[src/rtl/smvm_row_sequencer_if.sv]
// -----------------------------------------------------------------------------
// smvm_row_sequencer_if
// Bundles the signals of the SMVM row sequencer. This covers the row-descriptor
// handshake, the element fetch handshake, and the accumulator and status
// strobes.
//
// Modports:
//   master - the row sequencer. It accepts descriptors and drives fetch
//            requests and strobes.
//   slave  - the surrounding pipeline. This is the row-pointer reader plus the
//            fetch/MAC unit.
//
// Signals:
//   desc_valid/desc_ready/desc_base/desc_nnz/desc_last : row descriptor in
//   elem_valid/elem_ready/elem_addr/elem_last          : element fetch out
//   acc_clear, row_done, row_empty, mat_done           : one-cycle strobes
//   busy, rows_done                                    : status
// -----------------------------------------------------------------------------
interface smvm_row_sequencer_if #(
    parameter int ADDR_W = 32,
    parameter int LEN_W  = 16
);
    logic              desc_valid;
    logic              desc_ready;
    logic [ADDR_W-1:0] desc_base;
    logic [LEN_W-1:0]  desc_nnz;
    logic              desc_last;

    logic              elem_valid;
    logic              elem_ready;
    logic [ADDR_W-1:0] elem_addr;
    logic              elem_last;

    logic              acc_clear;
    logic              row_done;
    logic              row_empty;
    logic              mat_done;
    logic              busy;
    logic [31:0]       rows_done;

    modport master (
        input  desc_valid, desc_base, desc_nnz, desc_last, elem_ready,
        output desc_ready, elem_valid, elem_addr, elem_last,
               acc_clear, row_done, row_empty, mat_done, busy, rows_done
    );

    modport slave (
        output desc_valid, desc_base, desc_nnz, desc_last, elem_ready,
        input  desc_ready, elem_valid, elem_addr, elem_last,
               acc_clear, row_done, row_empty, mat_done, busy, rows_done
    );
endinterface

[src/rtl/smvm_row_sequencer.sv]
// -----------------------------------------------------------------------------
// smvm_row_sequencer
// Walks one sparse-matrix row at a time. It takes a row descriptor (base
// address and nonzero count) and issues one element fetch request per nonzero,
// at contiguous addresses. The walk is bracketed by an accumulator-clear pulse
// at the start and a row-done pulse at the end. Outputs depend on registered
// state only.
//
// Ports:
//   clk  - clock; all state updates on posedge
//   rst  - synchronous active-high reset
//   bus  - smvm_row_sequencer_if.master (descriptor in, fetch out, strobes)
// -----------------------------------------------------------------------------
module smvm_row_sequencer #(
    parameter int ADDR_W = 32,
    parameter int LEN_W  = 16
) (
    input  logic                 clk,
    input  logic                 rst,
    smvm_row_sequencer_if.master bus
);

    typedef enum logic [1:0] {
        ST_IDLE  = 2'd0,
        ST_ISSUE = 2'd1,
        ST_DONE  = 2'd2
    } state_e;

    state_e            state_q,     state_d;
    logic [ADDR_W-1:0] addr_q,      addr_d;
    logic [LEN_W-1:0]  cnt_q,       cnt_d;      // nonzeros still to issue
    logic              last_q,      last_d;     // row is the matrix's final row
    logic              empty_q,     empty_d;    // row had zero nonzeros
    logic              clear_q,     clear_d;    // acc_clear pulse register
    logic [31:0]       rows_done_q, rows_done_d;

    // NOTE: every variable gets its default before the case statement, so no
    // path leaves a value unassigned and no latch is inferred.
    always_comb begin
        state_d     = state_q;
        addr_d      = addr_q;
        cnt_d       = cnt_q;
        last_d      = last_q;
        empty_d     = empty_q;
        clear_d     = 1'b0;
        rows_done_d = rows_done_q;

        case (state_q)
            ST_IDLE: begin
                // desc_ready is high in IDLE, so desc_valid alone is the handshake.
                if (bus.desc_valid) begin
                    addr_d  = bus.desc_base;
                    cnt_d   = bus.desc_nnz;
                    last_d  = bus.desc_last;
                    clear_d = 1'b1;
                    if (bus.desc_nnz == '0) begin
                        empty_d = 1'b1;
                        state_d = ST_DONE;
                    end else begin
                        empty_d = 1'b0;
                        state_d = ST_ISSUE;
                    end
                end
            end

            ST_ISSUE: begin
                if (bus.elem_ready) begin
                    addr_d = addr_q + ADDR_W'(1);   // wraps modulo 2^ADDR_W
                    cnt_d  = cnt_q - LEN_W'(1);
                    // Leaving at a count of one means cnt never underflows.
                    if (cnt_q == LEN_W'(1)) begin
                        state_d = ST_DONE;
                    end
                end
            end

            ST_DONE: begin
                rows_done_d = rows_done_q + 32'd1;
                state_d     = ST_IDLE;
            end

            default: state_d = ST_IDLE;
        endcase
    end

    // NOTE: state registers use non-blocking assignments, and reset is sampled
    // only at the clock edge. A reset mid-row therefore abandons the row at
    // that edge, without a row_done.
    always_ff @(posedge clk) begin
        if (rst) begin
            state_q     <= ST_IDLE;
            addr_q      <= '0;
            cnt_q       <= '0;
            last_q      <= 1'b0;
            empty_q     <= 1'b0;
            clear_q     <= 1'b0;
            rows_done_q <= '0;
        end else begin
            state_q     <= state_d;
            addr_q      <= addr_d;
            cnt_q       <= cnt_d;
            last_q      <= last_d;
            empty_q     <= empty_d;
            clear_q     <= clear_d;
            rows_done_q <= rows_done_d;
        end
    end

    assign bus.desc_ready = (state_q == ST_IDLE);
    assign bus.elem_valid = (state_q == ST_ISSUE);
    assign bus.elem_addr  = addr_q;
    assign bus.elem_last  = (state_q == ST_ISSUE) && (cnt_q == LEN_W'(1));
    assign bus.acc_clear  = clear_q;
    assign bus.row_done   = (state_q == ST_DONE);
    assign bus.row_empty  = (state_q == ST_DONE) && empty_q;
    assign bus.mat_done   = (state_q == ST_DONE) && last_q;
    assign bus.busy       = (state_q != ST_IDLE);
    assign bus.rows_done  = rows_done_q;

endmodule

[src/flat_wrapper.sv]
// flat-port wrapper written by rule: the top's interface ports become plain ports
module smvm_row_sequencer_flat 
#(
    parameter int ADDR_W = 32,
    parameter int LEN_W  = 16
)
  (clk, rst, bus_desc_valid, bus_desc_base, bus_desc_nnz, bus_desc_last, bus_elem_ready, bus_desc_ready, bus_elem_valid, bus_elem_addr, bus_elem_last, bus_acc_clear, bus_row_done, bus_row_empty, bus_mat_done, bus_busy, bus_rows_done);
  smvm_row_sequencer_if #(.ADDR_W(ADDR_W), .LEN_W(LEN_W)) bus_i ();
  input  logic clk;
  input  logic rst;
  input wire logic [$bits(bus_i.desc_valid)-1:0] bus_desc_valid;
  input wire logic [$bits(bus_i.desc_base)-1:0] bus_desc_base;
  input wire logic [$bits(bus_i.desc_nnz)-1:0] bus_desc_nnz;
  input wire logic [$bits(bus_i.desc_last)-1:0] bus_desc_last;
  input wire logic [$bits(bus_i.elem_ready)-1:0] bus_elem_ready;
  output wire logic [$bits(bus_i.desc_ready)-1:0] bus_desc_ready;
  output wire logic [$bits(bus_i.elem_valid)-1:0] bus_elem_valid;
  output wire logic [$bits(bus_i.elem_addr)-1:0] bus_elem_addr;
  output wire logic [$bits(bus_i.elem_last)-1:0] bus_elem_last;
  output wire logic [$bits(bus_i.acc_clear)-1:0] bus_acc_clear;
  output wire logic [$bits(bus_i.row_done)-1:0] bus_row_done;
  output wire logic [$bits(bus_i.row_empty)-1:0] bus_row_empty;
  output wire logic [$bits(bus_i.mat_done)-1:0] bus_mat_done;
  output wire logic [$bits(bus_i.busy)-1:0] bus_busy;
  output wire logic [$bits(bus_i.rows_done)-1:0] bus_rows_done;
  assign bus_i.desc_valid = bus_desc_valid;
  assign bus_i.desc_base = bus_desc_base;
  assign bus_i.desc_nnz = bus_desc_nnz;
  assign bus_i.desc_last = bus_desc_last;
  assign bus_i.elem_ready = bus_elem_ready;
  assign bus_desc_ready = bus_i.desc_ready;
  assign bus_elem_valid = bus_i.elem_valid;
  assign bus_elem_addr = bus_i.elem_addr;
  assign bus_elem_last = bus_i.elem_last;
  assign bus_acc_clear = bus_i.acc_clear;
  assign bus_row_done = bus_i.row_done;
  assign bus_row_empty = bus_i.row_empty;
  assign bus_mat_done = bus_i.mat_done;
  assign bus_busy = bus_i.busy;
  assign bus_rows_done = bus_i.rows_done;
  smvm_row_sequencer #(.ADDR_W(ADDR_W), .LEN_W(LEN_W)) u_core (.clk(clk), .rst(rst), .bus(bus_i));
endmodule
[config.mk]
export PLATFORM = sky130hd
export DESIGN_NAME = smvm_row_sequencer_flat
export DESIGN_NICKNAME = d
export VERILOG_FILES = /design/src/rtl/smvm_row_sequencer_if.sv /design/src/rtl/smvm_row_sequencer.sv /design/src/flat_wrapper.sv
export SDC_FILE = /design/constraint.sdc
export NUM_CORES = 1
export LEC_CHECK = 0
export CAP_MARGIN = 20
export CORE_UTILIZATION = 54
export CTS_BUF_LIST = sky130_fd_sc_hd__clkbuf_8
export DETAILED_ROUTE_END_ITERATION = 12
export PLACE_DENSITY = 0.92
export SYNTH_ARGS = -nofsm -noshare
export SYNTH_HDL_FRONTEND = slang
export SYNTH_SLANG_ARGS = --single-unit
export TNS_END_PERCENT = 10
[constraint.sdc]
create_clock -name clk -period 3.37 [get_ports clk]
set_input_delay 0.5055 -clock clk [delete_from_list [all_inputs] [get_ports clk]]
set_output_delay 0.5055 -clock clk [all_outputs]
set_load 0.02 [all_outputs]
==> run metrics <==
# H-tree levels=3; Layout Skew=~0.014 ns; initial antenna violation count=0; routed vias/inst=roughly 6.4; ys flop type=dfxtp_1; Routed WL=14.3 mm; die extent in y=95.0 µm; largest fanout on the critical path=17; crit-path cells=nor2b_1 -> and2_1 -> clkdlybuf4s50_1; Syn. warnings=0; r2r startpoint=u_core.state_q[1]; Unique masters post-synth=between 60 and 70; post-detail-place hpwl=slightly above 10 mm; share of layout cells above drive strength 1=about 5.9%; routability congestion estimate=approximately 0.96; top-count cell post-synth=nor2_1; Tot GR Track Use=between 30% and 40%; post-cts hold buffer count=0; # diodes=0; Max-cap violations=0; total grt overflow=0; Iter 0 DRT Violations=445; Final ANT Viol Nets=0; top cells by area, synth=dfxtp_1 36%, nor2_1 7.0%, a21oi_1 4.6%; CTS Sinks=between 80 and 90; CTS buffer count=9; number of gates resized after cts=0; Slowest-stage cell, CP=dfxtp_1; Clock transition at path regs=0.08 ns; DRC Markers=0; Leakage Power=2.15 nW; status=completed; CTS tree=built; final setup vio count=0; Syn Inst Count=about 600; worst setup path end=bus_row_empty; Starting Density=a little under three fifths; Tmin final=approximately 2.9 ns; Critical Path Start=u_core.state_q[1]; Synth top area share=~36%; number of synthesized flops with an enable pin=0; die area=between 9000 and 10000 µm²; Filler Cells Inserted=roughly 630; vias in the first global route=between 4k and 5k; fraction of registers with async set or reset after synthesis=0%; Syn Nets=660; Max IR drop VDD=~0.00024 V; final hold vios=0; DR WL/cell=17.6 µm; r2r setup slk=0.96 ns; register area share after synthesis=between 30% and 40%; maximum clock frequency=around 350 MHz; Final Slew Violations=0; Netlist Area Pre-Place=between 4000 and 5000 µm²; IO buf count=about 120; Post-CTS Setup Bufs=0; WS Path Type=flip-flop to primary output; Area Overhead vs Synth=31.6%; CP Launch Type=flip-flop; TNS Setup=0 ns; Die Wd=around 95 µm; First-pass DRT Iterations=6; CP Capture Type=primary output; Least-Margin Pin Slew=roughly 0.78 ns; max incr delay on CP=around 0.7 ns; Synth Register Bits=85; FF-to-FF End=u_core.bus.rows_done[30]; worst setup margin=about 0.47 ns; area leader, netlist=dfxtp_1; RSZ-0062 raised after global routing=no; largest net degree at the start of global routing=between 40 and 50; Critical Path RT=around 2.9 ns; FP Rows=33; Hold Path Class=flip-flop to flip-flop; nets@finish=760; Vias=about 5.2k; Avg Inst Size Synth=7.74 µm²; core area=8300 µm²; critical path arrival=around 2.4 ns; Synth top cells by count=87 x nor2_1, 85 x dfxtp_1, 46 x nand2_1; Period Utilization, post-route=roughly 86%; worst r2r path cells=5; PwrDens=382 nW/µm²; pre-CTS setup slack=~0.84 ns; root buffer cell=clkbuf_8; first-pass GRT wire length=22.5 mm; Max Root-Sink Buffers=2; number of I/O pins=~130; Slew headroom=between 40% and 50%; Worst-Skew Late Latency=between 0.3 and 0.4 ns
## critical path, delay by kind of cell (launching register included)
family | cells | cell delay (ns)
AND/OR/NAND/NOR | 2 | 0.72
flip-flops | 1 | 0.71
buffers and inverters | 1 | 0.61
## worst min path at each step
stage | from | endpoint | slack (ns) | cells after the start
after floorplan | u_core.last_q | u_core.last_q | 0.43 | 2
after global placement | u_core.last_q | u_core.last_q | 0.45 | 2
after detailed placement | u_core.last_q | u_core.last_q | 0.47 | 2
after CTS | u_core.last_q | u_core.last_q | 0.48 | 2
after global routing | u_core.cnt_q[10] | u_core.cnt_q[10] | 0.51 | 2
final | u_core.last_q | u_core.last_q | 0.48 | 2
## power breakdown
group	internal, mW	switching [mW]
registers	1.06	0.0750
clock network	0.276	0.414
logic	0.244	0.281
total	1.58	0.770
## layout make-up
| class | count | area, µm² | area share [%] |
|---|---|---|---|
| clock inverter | 7 | 58.8 | 0.957 |
| clock buffer | 9 | 124 | 2.02 |
| multi-input combinational | 464 | 2780 | 45.2 |
| tap | 105 | 131 | 2.14 |
| inverter | 10 | 37.5 | 0.611 |
| timing repair buffer | 133 | 1320 | 21.4 |
| sequential | 85 | 1700 | 27.7 |
## placed cells by master (no fill, tap or decap), drive strengths merged, types with 7 or more instances in the layout
cell,count
nor4,23
dfxtp,85
clkbuf,9
a21oi,43
clkdlybuf4s50,123
buf,10
nand2,46
a211oi,18
or3,10
xnor2,8
nor3,25
and4,10
o22ai,7
and3,13
nor2,88
inv,12
xor2,24
and2,7
a311oi,8
o21ai,19
nand3,24
nand4,26
nand2b,7
## state kept, by name, indices dropped and copies added, names as in the netlist
signal / cells
u_core.state_q: 2
u_core.bus.elem_addr: 32
u_core.last_q: 1
u_core.bus.rows_done: 32
u_core.empty_q: 1
u_core.bus.acc_clear: 1
u_core.cnt_q: 16
## per-stage QoR
step	instance area (µm²)	std cells	hold WS (ns)	util (%)	power, mW
global placement	5960	797	0.452	71.9	1.65
global route	6150	813	0.512	74.1	2.44
CTS	6150	813	0.479	74.1	2.34
finish	6150	813	0.479	74.1	2.35
floorplan	4670	603	0.432	-	1.45
detailed placement	5960	797	0.467	71.9	1.67
## layer usage
| layer | track usage (%) | up-vias | share of wire [%] |
|---|---|---|---|
| li1 | - | 2416 | - |
| met1 | 39.9 | 2387 | 39 |
| met2 | 53.2 | 313 | 49 |
| met3 | 5.48 | 57 | 9.1 |
| met4 | 13.3 | 0 | 2.8 |
| met5 | 0 | - | 0 |
## kinds of logic (layout without fill, tap and decap cells)
kind of cell             Yosys count  in the layout  synth area share, %
AO/OA/AOI/OAI                    130            130                 18.4
XOR/XNOR                          32             32                 6.00
adder cells (fa/ha/maj)            4              4                 1.07
buffers and inverters             54            159                 4.42
flip-flops                        85             85                 36.4
multiplexers                       5              5                 1.13
AND/OR/NAND/NOR                  293            293                 32.6
No activity file was read; power rests on OpenSTA's default activity.
